$ cat src/rtl/wb_port_arbiter_pkg.sv
// Shared widths, write-request bundle and grant-source encoding for the
// register-file write-back port arbiter.
package wb_port_arbiter_pkg;

    localparam int DATA_W = 16;
    localparam int ADDR_W = 4;

    typedef struct packed {
        logic              valid;
        logic [ADDR_W-1:0] addr;
        logic [DATA_W-1:0] data;
    } wb_req_t;

    typedef enum logic [1:0] {
        GNT_NONE = 2'd0,
        GNT_HEAD = 2'd1,
        GNT_B    = 2'd2,
        GNT_A    = 2'd3
    } gnt_e;

endpackage

$ cat src/rtl/wb_port_arbiter_if.sv
// Write-back sources, register-file write port and decode forwarding lookup.
interface wb_port_arbiter_if;
    import wb_port_arbiter_pkg::*;

    logic              a_valid;
    logic [ADDR_W-1:0] a_addr;
    logic [DATA_W-1:0] a_data;
    logic              a_ready;
    logic              b_valid;
    logic [ADDR_W-1:0] b_addr;
    logic [DATA_W-1:0] b_data;
    logic              b_ready;
    logic              wb_en;
    logic [ADDR_W-1:0] wb_addr;
    logic [DATA_W-1:0] wb_data;
    logic [ADDR_W-1:0] fwd_addr;
    logic              fwd_hit;
    logic [DATA_W-1:0] fwd_data;
    logic              busy;

    modport slave (
        input  a_valid, a_addr, a_data, b_valid, b_addr, b_data, fwd_addr,
        output a_ready, b_ready, wb_en, wb_addr, wb_data, fwd_hit, fwd_data, busy
    );

    modport master (
        output a_valid, a_addr, a_data, b_valid, b_addr, b_data, fwd_addr,
        input  a_ready, b_ready, wb_en, wb_addr, wb_data, fwd_hit, fwd_data, busy
    );

endinterface

$ cat src/rtl/wb_port_arbiter_defer_fifo.sv
// In-order deferral FIFO for losing ALU writes: per-entry valid bits that an
// address match can clear, and a youngest-first lookup for forwarding.
module wb_defer_fifo
    import wb_port_arbiter_pkg::*;
#(
    parameter int DEPTH = 2
) (
    input  logic              clk,
    input  logic              rst,
    input  logic              i_push,
    input  wb_req_t           i_push_req,
    input  logic              i_pop,
    input  logic              i_cancel_en,
    input  logic [ADDR_W-1:0] i_cancel_addr,
    input  logic [ADDR_W-1:0] i_lkp_addr,
    output wb_req_t           o_head,
    output logic              o_full,
    output logic              o_empty,
    output logic              o_lkp_hit,
    output logic [DATA_W-1:0] o_lkp_data
);

    localparam int PTR_W = (DEPTH > 1) ? $clog2(DEPTH) : 1;
    localparam int CNT_W = $clog2(DEPTH + 1);

    logic              r_valid [DEPTH];
    logic [ADDR_W-1:0] r_addr  [DEPTH];
    logic [DATA_W-1:0] r_data  [DEPTH];
    logic [PTR_W-1:0]  r_head;
    logic [PTR_W-1:0]  r_tail;
    logic [CNT_W-1:0]  r_count;
    logic [DEPTH-1:0]  w_match;

    function automatic logic [PTR_W-1:0] next_ptr(input logic [PTR_W-1:0] p);
        return (p == PTR_W'(DEPTH - 1)) ? '0 : p + 1'b1;
    endfunction

    // Cancel hits only resident entries; a same-cycle push lands afterwards
    // and so keeps its valid bit.
    always_ff @(posedge clk) begin
        if (rst) begin
            r_head  <= '0;
            r_tail  <= '0;
            r_count <= '0;
            for (int i = 0; i < DEPTH; i++) begin
                r_valid[i] <= 1'b0;
                r_addr[i]  <= '0;
                r_data[i]  <= '0;
            end
        end else begin
            for (int i = 0; i < DEPTH; i++) begin
                if (i_cancel_en && (r_addr[i] == i_cancel_addr)) begin
                    r_valid[i] <= 1'b0;
                end
            end
            if (i_push) begin
                r_valid[r_tail] <= i_push_req.valid;
                r_addr[r_tail]  <= i_push_req.addr;
                r_data[r_tail]  <= i_push_req.data;
                r_tail          <= next_ptr(r_tail);
            end
            if (i_pop) begin
                r_head <= next_ptr(r_head);
            end
            case ({i_push, i_pop})
                2'b10:   r_count <= r_count + 1'b1;
                2'b01:   r_count <= r_count - 1'b1;
                default: r_count <= r_count;
            endcase
        end
    end

    generate
        for (genvar gi = 0; gi < DEPTH; gi++) begin : g_match
            assign w_match[gi] = r_valid[gi] && (r_addr[gi] == i_lkp_addr);
        end
    endgenerate

    // Walk oldest to youngest so the youngest occupied match wins.
    always_comb begin
        int               v_sum;
        logic [PTR_W-1:0] v_idx;
        o_lkp_hit  = 1'b0;
        o_lkp_data = '0;
        for (int k = 0; k < DEPTH; k++) begin
            v_sum = int'(r_head) + k;
            if (v_sum >= DEPTH) begin
                v_sum = v_sum - DEPTH;
            end
            v_idx = PTR_W'(v_sum);
            if ((CNT_W'(k) < r_count) && w_match[v_idx]) begin
                o_lkp_hit  = 1'b1;
                o_lkp_data = r_data[v_idx];
            end
        end
    end

    assign o_head  = {r_valid[r_head], r_addr[r_head], r_data[r_head]};
    assign o_full  = (r_count == CNT_W'(DEPTH));
    assign o_empty = (r_count == '0);

endmodule

$ cat src/rtl/wb_port_arbiter.sv
// Arbitrates the single register-file write port between the ALU (A) and
// load (B) write-back paths, deferring losing A writes in order.
module wb_port_arbiter
    import wb_port_arbiter_pkg::*;
#(
    parameter int DEPTH = 2
) (
    input  logic            clk,
    input  logic            rst,
    wb_port_arbiter_if.slave wb_bus
);

    gnt_e              w_gnt;
    logic              w_push;
    logic              w_pop;
    logic              w_full;
    logic              w_empty;
    logic              w_a_acc;
    logic              w_b_acc;
    logic              w_lkp_hit;
    logic [DATA_W-1:0] w_lkp_data;
    wb_req_t           w_head;
    wb_req_t           w_a_req;
    wb_req_t           w_b_req;
    wb_req_t           w_sel;

    logic              r_wb_en;
    logic [ADDR_W-1:0] r_wb_addr;
    logic [DATA_W-1:0] r_wb_data;

    assign w_a_acc = wb_bus.a_valid && !w_full;
    assign w_b_acc = wb_bus.b_valid && !w_full;
    assign w_a_req = {1'b1, wb_bus.a_addr, wb_bus.a_data};
    assign w_b_req = {1'b1, wb_bus.b_addr, wb_bus.b_data};

    always_comb begin
        w_gnt  = GNT_NONE;
        w_push = 1'b0;
        w_pop  = 1'b0;
        if (w_full) begin
            w_gnt = GNT_HEAD;
            w_pop = 1'b1;
        end else if (w_b_acc) begin
            w_gnt  = GNT_B;
            w_push = w_a_acc;
        end else if (!w_empty) begin
            w_gnt  = GNT_HEAD;
            w_pop  = 1'b1;
            w_push = w_a_acc;
        end else if (w_a_acc) begin
            w_gnt = GNT_A;
        end
    end

    always_comb begin
        case (w_gnt)
            GNT_HEAD: w_sel = w_head;
            GNT_B:    w_sel = w_b_req;
            GNT_A:    w_sel = w_a_req;
            default:  w_sel = '0;
        endcase
    end

    wb_defer_fifo #(
        .DEPTH (DEPTH)
    ) u_fifo (
        .clk           (clk),
        .rst           (rst),
        .i_push        (w_push),
        .i_push_req    (w_a_req),
        .i_pop         (w_pop),
        .i_cancel_en   (w_gnt == GNT_B),
        .i_cancel_addr (wb_bus.b_addr),
        .i_lkp_addr    (wb_bus.fwd_addr),
        .o_head        (w_head),
        .o_full        (w_full),
        .o_empty       (w_empty),
        .o_lkp_hit     (w_lkp_hit),
        .o_lkp_data    (w_lkp_data)
    );

    // A cancelled head still loads addr/data but leaves wb_en low.
    always_ff @(posedge clk) begin
        if (rst) begin
            r_wb_en   <= 1'b0;
            r_wb_addr <= '0;
            r_wb_data <= '0;
        end else if (w_gnt != GNT_NONE) begin
            r_wb_en   <= w_sel.valid;
            r_wb_addr <= w_sel.addr;
            r_wb_data <= w_sel.data;
        end else begin
            r_wb_en <= 1'b0;
        end
    end

    always_comb begin
        wb_bus.fwd_hit  = 1'b0;
        wb_bus.fwd_data = '0;
        if (w_lkp_hit) begin
            wb_bus.fwd_hit  = 1'b1;
            wb_bus.fwd_data = w_lkp_data;
        end else if (r_wb_en && (r_wb_addr == wb_bus.fwd_addr)) begin
            wb_bus.fwd_hit  = 1'b1;
            wb_bus.fwd_data = r_wb_data;
        end
    end

    assign wb_bus.a_ready = !w_full;
    assign wb_bus.b_ready = !w_full;
    assign wb_bus.busy    = !w_empty;
    assign wb_bus.wb_en   = r_wb_en;
    assign wb_bus.wb_addr = r_wb_addr;
    assign wb_bus.wb_data = r_wb_data;

endmodule

$ cat src/flat_wrapper.sv
// flat-port wrapper written by rule: the top's interface ports become plain ports
module wb_port_arbiter_flat import wb_port_arbiter_pkg::*;
#(
    parameter int DEPTH = 2
)
  (clk, rst, wb_bus_a_valid, wb_bus_a_addr, wb_bus_a_data, wb_bus_b_valid, wb_bus_b_addr, wb_bus_b_data, wb_bus_fwd_addr, wb_bus_a_ready, wb_bus_b_ready, wb_bus_wb_en, wb_bus_wb_addr, wb_bus_wb_data, wb_bus_fwd_hit, wb_bus_fwd_data, wb_bus_busy);
  wb_port_arbiter_if wb_bus_i ();
  input  logic clk;
  input  logic rst;
  input wire logic [$bits(wb_bus_i.a_valid)-1:0] wb_bus_a_valid;
  input wire logic [$bits(wb_bus_i.a_addr)-1:0] wb_bus_a_addr;
  input wire logic [$bits(wb_bus_i.a_data)-1:0] wb_bus_a_data;
  input wire logic [$bits(wb_bus_i.b_valid)-1:0] wb_bus_b_valid;
  input wire logic [$bits(wb_bus_i.b_addr)-1:0] wb_bus_b_addr;
  input wire logic [$bits(wb_bus_i.b_data)-1:0] wb_bus_b_data;
  input wire logic [$bits(wb_bus_i.fwd_addr)-1:0] wb_bus_fwd_addr;
  output wire logic [$bits(wb_bus_i.a_ready)-1:0] wb_bus_a_ready;
  output wire logic [$bits(wb_bus_i.b_ready)-1:0] wb_bus_b_ready;
  output wire logic [$bits(wb_bus_i.wb_en)-1:0] wb_bus_wb_en;
  output wire logic [$bits(wb_bus_i.wb_addr)-1:0] wb_bus_wb_addr;
  output wire logic [$bits(wb_bus_i.wb_data)-1:0] wb_bus_wb_data;
  output wire logic [$bits(wb_bus_i.fwd_hit)-1:0] wb_bus_fwd_hit;
  output wire logic [$bits(wb_bus_i.fwd_data)-1:0] wb_bus_fwd_data;
  output wire logic [$bits(wb_bus_i.busy)-1:0] wb_bus_busy;
  assign wb_bus_i.a_valid = wb_bus_a_valid;
  assign wb_bus_i.a_addr = wb_bus_a_addr;
  assign wb_bus_i.a_data = wb_bus_a_data;
  assign wb_bus_i.b_valid = wb_bus_b_valid;
  assign wb_bus_i.b_addr = wb_bus_b_addr;
  assign wb_bus_i.b_data = wb_bus_b_data;
  assign wb_bus_i.fwd_addr = wb_bus_fwd_addr;
  assign wb_bus_a_ready = wb_bus_i.a_ready;
  assign wb_bus_b_ready = wb_bus_i.b_ready;
  assign wb_bus_wb_en = wb_bus_i.wb_en;
  assign wb_bus_wb_addr = wb_bus_i.wb_addr;
  assign wb_bus_wb_data = wb_bus_i.wb_data;
  assign wb_bus_fwd_hit = wb_bus_i.fwd_hit;
  assign wb_bus_fwd_data = wb_bus_i.fwd_data;
  assign wb_bus_busy = wb_bus_i.busy;
  wb_port_arbiter #(.DEPTH(DEPTH)) u_core (.clk(clk), .rst(rst), .wb_bus(wb_bus_i));
endmodule
$ cat config.mk
export PLATFORM = sky130hd
export DESIGN_NAME = wb_port_arbiter_flat
export DESIGN_NICKNAME = d
export VERILOG_FILES = /design/src/rtl/wb_port_arbiter_pkg.sv /design/src/rtl/wb_port_arbiter_if.sv /design/src/rtl/wb_port_arbiter_defer_fifo.sv /design/src/rtl/wb_port_arbiter.sv /design/src/flat_wrapper.sv
export SDC_FILE = /design/constraint.sdc
export NUM_CORES = 1
export LEC_CHECK = 0
export CORE_ASPECT_RATIO = 1.25
export CORE_MARGIN = 4
export CORE_UTILIZATION = 26
export CTS_CLUSTER_DIAMETER = 60
export DETAILED_ROUTE_END_ITERATION = 8
export HOLD_SLACK_MARGIN = 0.1
export PLACE_DENSITY = 0.5
export SYNTH_ARGS = -nofsm -noshare
export SYNTH_HDL_FRONTEND = slang
export SYNTH_SLANG_ARGS = --single-unit
$ cat constraint.sdc
create_clock -name clk -period 2.76 [get_ports clk]
set_input_delay 0.414 -clock clk [delete_from_list [all_inputs] [get_ports clk]]
set_output_delay 0.414 -clock clk [all_outputs]
set_load 0.1 [all_outputs]
==> impl_metrics.env, run 1 <==
export IMPL_drive_above_1_share=0.399
export IMPL_grt_antenna_before_repair=0
export IMPL_most_common_cell_after_layout_fill_and_taps_aside="sky130_fd_sc_hd__buf_4"
export IMPL_leakage_nw=2.24
export IMPL_max_slew_margin_rel=0.479
export IMPL_tritoncts="done"
export IMPL_place_port_buffers=88
export IMPL_fin_worst_skew_ps=6.26
export IMPL_crit_path_start_kind="flip-flop"
export IMPL_crit_type="reg2out"
export IMPL_timing_final_crit_period_ps=2640
export IMPL_worst_r2r_cell_count=7
export IMPL_synth_seq_cells=68
export IMPL_ff2ff_setup_slack_ps=480
export IMPL_net_count_synth=430
export IMPL_detailedRoute_firstIterationViolations=210
export IMPL_place_congestion=0.775
export IMPL_edff_count_synth=40
export IMPL_rr_endpoint="u_core.u_fifo.r_data[0][2]"
export IMPL_timing_final_hold_violations=0
export IMPL_post_synth_fa_ha_maj_area_fraction=0.0151
export IMPL_detail_route_antenna_nets=0
export IMPL_grt_setup_unrepaired="false"
export IMPL_synth_lib_cells_used_distinct=38
export IMPL_syn_mean_instance_area_um2=11.0
export IMPL_layout_area_overhead_vs_synth_pct=50.7
export IMPL_fraction_of_synthesized_area_in_multiplexers=0.173
export IMPL_post_route_drc_count=0
export IMPL_power_mw=5.22
export IMPL_data_required_time_at_the_worst_endpoint_ps=2350
export IMPL_drt_vias_per_instance=4.78
export IMPL_most_common_layout_cells="sky130_fd_sc_hd__buf_4, sky130_fd_sc_hd__clkdlybuf4s50_1, sky130_fd_sc_hd__and2_1, sky130_fd_sc_hd__edfxtp_1, sky130_fd_sc_hd__nor2_1"
export IMPL_grt_usage=0.147
export IMPL_post_layout_net_count=527
export IMPL_critPathArrivalTime_ps=2230
export IMPL_cts_sinks=68
export IMPL_ys_flop_type="sky130_fd_sc_hd__edfxtp_1"
export IMPL_clkLatencyLatePin_ps=330
export IMPL_layout_worst_path_cycle_share=0.957
export IMPL_synth_cells=377
export IMPL_dominant_combinational_cell_family_by_area_after_synthesis="multiplexers"
export IMPL_fillCellCount=1533
export IMPL_dr_total_vias=3302
export IMPL_initial_utilization=0.265
export IMPL_run_status="complete, no violations"
export IMPL_synthXorXnorAreaFrac=0.0486
export IMPL_min_delay_path_class="in2reg"
export IMPL_antenna_cells=0
export IMPL_hpwlAfterDp_um=9070
export IMPL_grt_start_max_net_pins=42
export IMPL_drt_pass1_iter_count=8
export IMPL_floorplan_die_area_mm2=0.0180
export IMPL_worst_ir_drop_vdd_v=0.000744
export IMPL_cap_violations=0
export IMPL_fmax_mhz=378
export IMPL_io_pin_count=89
export IMPL_wl_per_cell_um=18.4
export IMPL_fp_coreArea_mm2=0.0156
export IMPL_die_height_um=149
export IMPL_timing_hold_worst_path_depth=2
export IMPL_ctsLongestPathBuffers=2
export IMPL_min_from="rst"
export IMPL_die_width_um=121
export IMPL_design_area_mm2=0.00625
export IMPL_power_density_mw_per_mm2=835
export IMPL_yosysWarningCount=0
export IMPL_cp_max_fo=8
export IMPL_ys_seq_area_frac=0.425
export IMPL_mappedNetlistArea_mm2=0.00415
export IMPL_placementRows=51
export IMPL_finalMaxSlewViolations=0
export IMPL_htree_num_levels=3
export IMPL_synthSimpleGateAreaFrac=0.140
export IMPL_report_final_setup_viol=0
export IMPL_placement_cell_area_mm2=0.00566
export IMPL_clkSlewWorstSetupHoldPaths_ps=60
export IMPL_worst_setup_path_end_kind="primary output"
export IMPL_synth_compound_area_share=0.129
export IMPL_synth_async_sr_flop_share=0
export IMPL_cts_setup_buffers=0
export IMPL_grt_overflow_total=0
export IMPL_clockRootBuffer="sky130_fd_sc_hd__clkbuf_16"
export IMPL_cts_inserted_buffers=9
export IMPL_wirelength_um=12700
export IMPL_vias_in_the_first_global_route=3573
export IMPL_reg2reg_launch_point="u_core.u_fifo.r_count[0]"
export IMPL_tightest_slew_ps=777
export IMPL_final_util=0.400
export IMPL_wire_length_of_the_first_global_routing_pass_um=20000
## synth_stat cells, types with 2 or more instances
library cell               count  share of area
sky130_fd_sc_hd__mux2_1        5          0.014
sky130_fd_sc_hd__mux2_2       16          0.043
sky130_fd_sc_hd__edfxtp_1     40           0.29
sky130_fd_sc_hd__nand2_1       5         0.0045
sky130_fd_sc_hd__nand3_1       5         0.0060
sky130_fd_sc_hd__nand3_2       2         0.0048
sky130_fd_sc_hd__xor2_1        8          0.017
sky130_fd_sc_hd__a31o_2        2         0.0042
sky130_fd_sc_hd__clkbuf_1     11          0.010
sky130_fd_sc_hd__a211oi_2     20          0.060
sky130_fd_sc_hd__nor3_1       22          0.027
sky130_fd_sc_hd__a222oi_1     20          0.048
sky130_fd_sc_hd__nor2_1       30          0.027
sky130_fd_sc_hd__xnor2_1      15          0.032
sky130_fd_sc_hd__dfxtp_1      28           0.14
sky130_fd_sc_hd__mux2i_1      48           0.12
sky130_fd_sc_hd__inv_1        22          0.020
sky130_fd_sc_hd__a211oi_1      2         0.0036
sky130_fd_sc_hd__o21ai_0       2         0.0024
sky130_fd_sc_hd__a21oi_1       2         0.0024
sky130_fd_sc_hd__buf_4         2         0.0036
sky130_fd_sc_hd__buf_6         6          0.016
sky130_fd_sc_hd__and2_1       40          0.060
sky130_fd_sc_hd__buf_2         6         0.0072
sky130_fd_sc_hd__ha_1          5          0.015
## through the flow
step	hold slack [ps]	TNS [ps]	worst slack [ps]	instances
floorplan	500	0	92.8	377
CTS	471	0	7.66	691
detailed placement	529	-1090	-96.4	675
global placement	519	-1380	-116	675
global route	509	0	3.10	691
finish	476	0	118	691
## power breakdown
part / leakage (nW) / internal (mW) / switching (mW) / total [mW]
clock: 0.135 / 0.696 / 0.408 / 1.10
combinational: 1.45 / 0.848 / 1.79 / 2.64
sequential: 0.654 / 1.31 / 0.158 / 1.47
## what timing repair did
item | 4_1_cts | 5_1_grt
pin swaps | 1 | 1
hold buffers | 0 | 0
gates resized for setup | 57 | 6
cloned | 0 | 0
endpoints found under the setup margin | 16 | 16
## registers in the layout (all words and copies together), names as in the netlist, named ones only
signal                 count
u_core.u_fifo.r_head       1
u_core.u_fifo.r_tail       1
u_core.u_fifo.r_data      32
u_core.u_fifo.r_count      2
u_core.u_fifo.r_addr       8
u_core.wb_bus.wb_data     16
u_core.u_fifo.r_valid      2
u_core.wb_bus.wb_addr      4
u_core.wb_bus.wb_en        1
## worst max path at each step
stage	from	end	slack (ps)	cells past startpoint
floorplan	u_core.u_fifo.r_count[0]	u_core.u_fifo.r_addr[0][0]	90	5
global placement	wb_bus_fwd_addr[3]	wb_bus_fwd_data[6]	-120	8
detailed placement	wb_bus_fwd_addr[3]	wb_bus_fwd_data[11]	-100	8
CTS	u_core.u_fifo.r_count[0]	wb_bus_fwd_data[6]	8	9
global route	u_core.u_fifo.r_count[0]	wb_bus_fwd_data[6]	3	9
finish	u_core.u_fifo.r_addr[1][1]	wb_bus_fwd_data[6]	120	7
## kinds of logic (layout without fill, tap and decap cells)
logic type | Yosys count | after routing
adder cells (fa/ha/maj) | 5 | 5
buffers and inverters | 51 | 153
flip-flops | 68 | 68
AND/OR/NAND/NOR | 110 | 110
multiplexers | 69 | 69
XOR/XNOR | 23 | 23
AO/OA/AOI/OAI | 51 | 51
## critical path: stages, from the launching register on
cell,delay (ps)
sky130_fd_sc_hd__edfxtp_1,450
sky130_fd_sc_hd__xnor2_2,230
sky130_fd_sc_hd__nand4_1,170
sky130_fd_sc_hd__o22ai_4,270
sky130_fd_sc_hd__buf_12,220
sky130_fd_sc_hd__mux2i_4,270
sky130_fd_sc_hd__mux2i_4,100
sky130_fd_sc_hd__buf_12,180
## layer usage
layer	share of wire	routed length [um]	track usage
met1	0.42	5390	0.178
met4	0.016	208	0.0539
met5	0	0	0
met3	0.039	489	0.0303
met2	0.52	6610	0.256
## final cells by class
| type | instances | area (um^2) | share of cell area |
|---|---|---|---|
| clock inverters | 3 | 38.8 | 0.00621 |
| clock buffers | 13 | 240 | 0.0385 |
| well taps | 212 | 265 | 0.0425 |
| multi-input cells | 258 | 2610 | 0.417 |
| flip-flops and latches | 68 | 1770 | 0.283 |
| inverters | 22 | 82.6 | 0.0132 |
| repair buffers | 115 | 1240 | 0.199 |
Power figures use the tool's default switching activity.
==> run 2, diff against run 1 <==
--- a/config.mk
+++ b/config.mk
@@ -8,7 +8,6 @@
 export CORE_ASPECT_RATIO = 1.25
 export CORE_MARGIN = 4
 export CORE_UTILIZATION = 26
-export CTS_CLUSTER_DIAMETER = 60
 export DETAILED_ROUTE_END_ITERATION = 8
 export HOLD_SLACK_MARGIN = 0.1
 export PLACE_DENSITY = 0.5
==> results of run 2 <==
The final DEF is identical to that of run 1; final timing and power are the same.
==> run 3, diff against run 2 <==
--- a/config.mk
+++ b/config.mk
@@ -5,12 +5,14 @@
 export SDC_FILE = /design/constraint.sdc
 export NUM_CORES = 1
 export LEC_CHECK = 0
+export ABC_CLOCK_PERIOD_IN_PS = 2760
 export CORE_ASPECT_RATIO = 1.25
 export CORE_MARGIN = 4
 export CORE_UTILIZATION = 26
 export DETAILED_ROUTE_END_ITERATION = 8
 export HOLD_SLACK_MARGIN = 0.1
 export PLACE_DENSITY = 0.5
+export SLEW_MARGIN = 20
 export SYNTH_ARGS = -nofsm -noshare
 export SYNTH_HDL_FRONTEND = slang
 export SYNTH_SLANG_ARGS = --single-unit
==> results of run 3 <==
The final DEF is identical to that of run 1; final timing and power are the same.
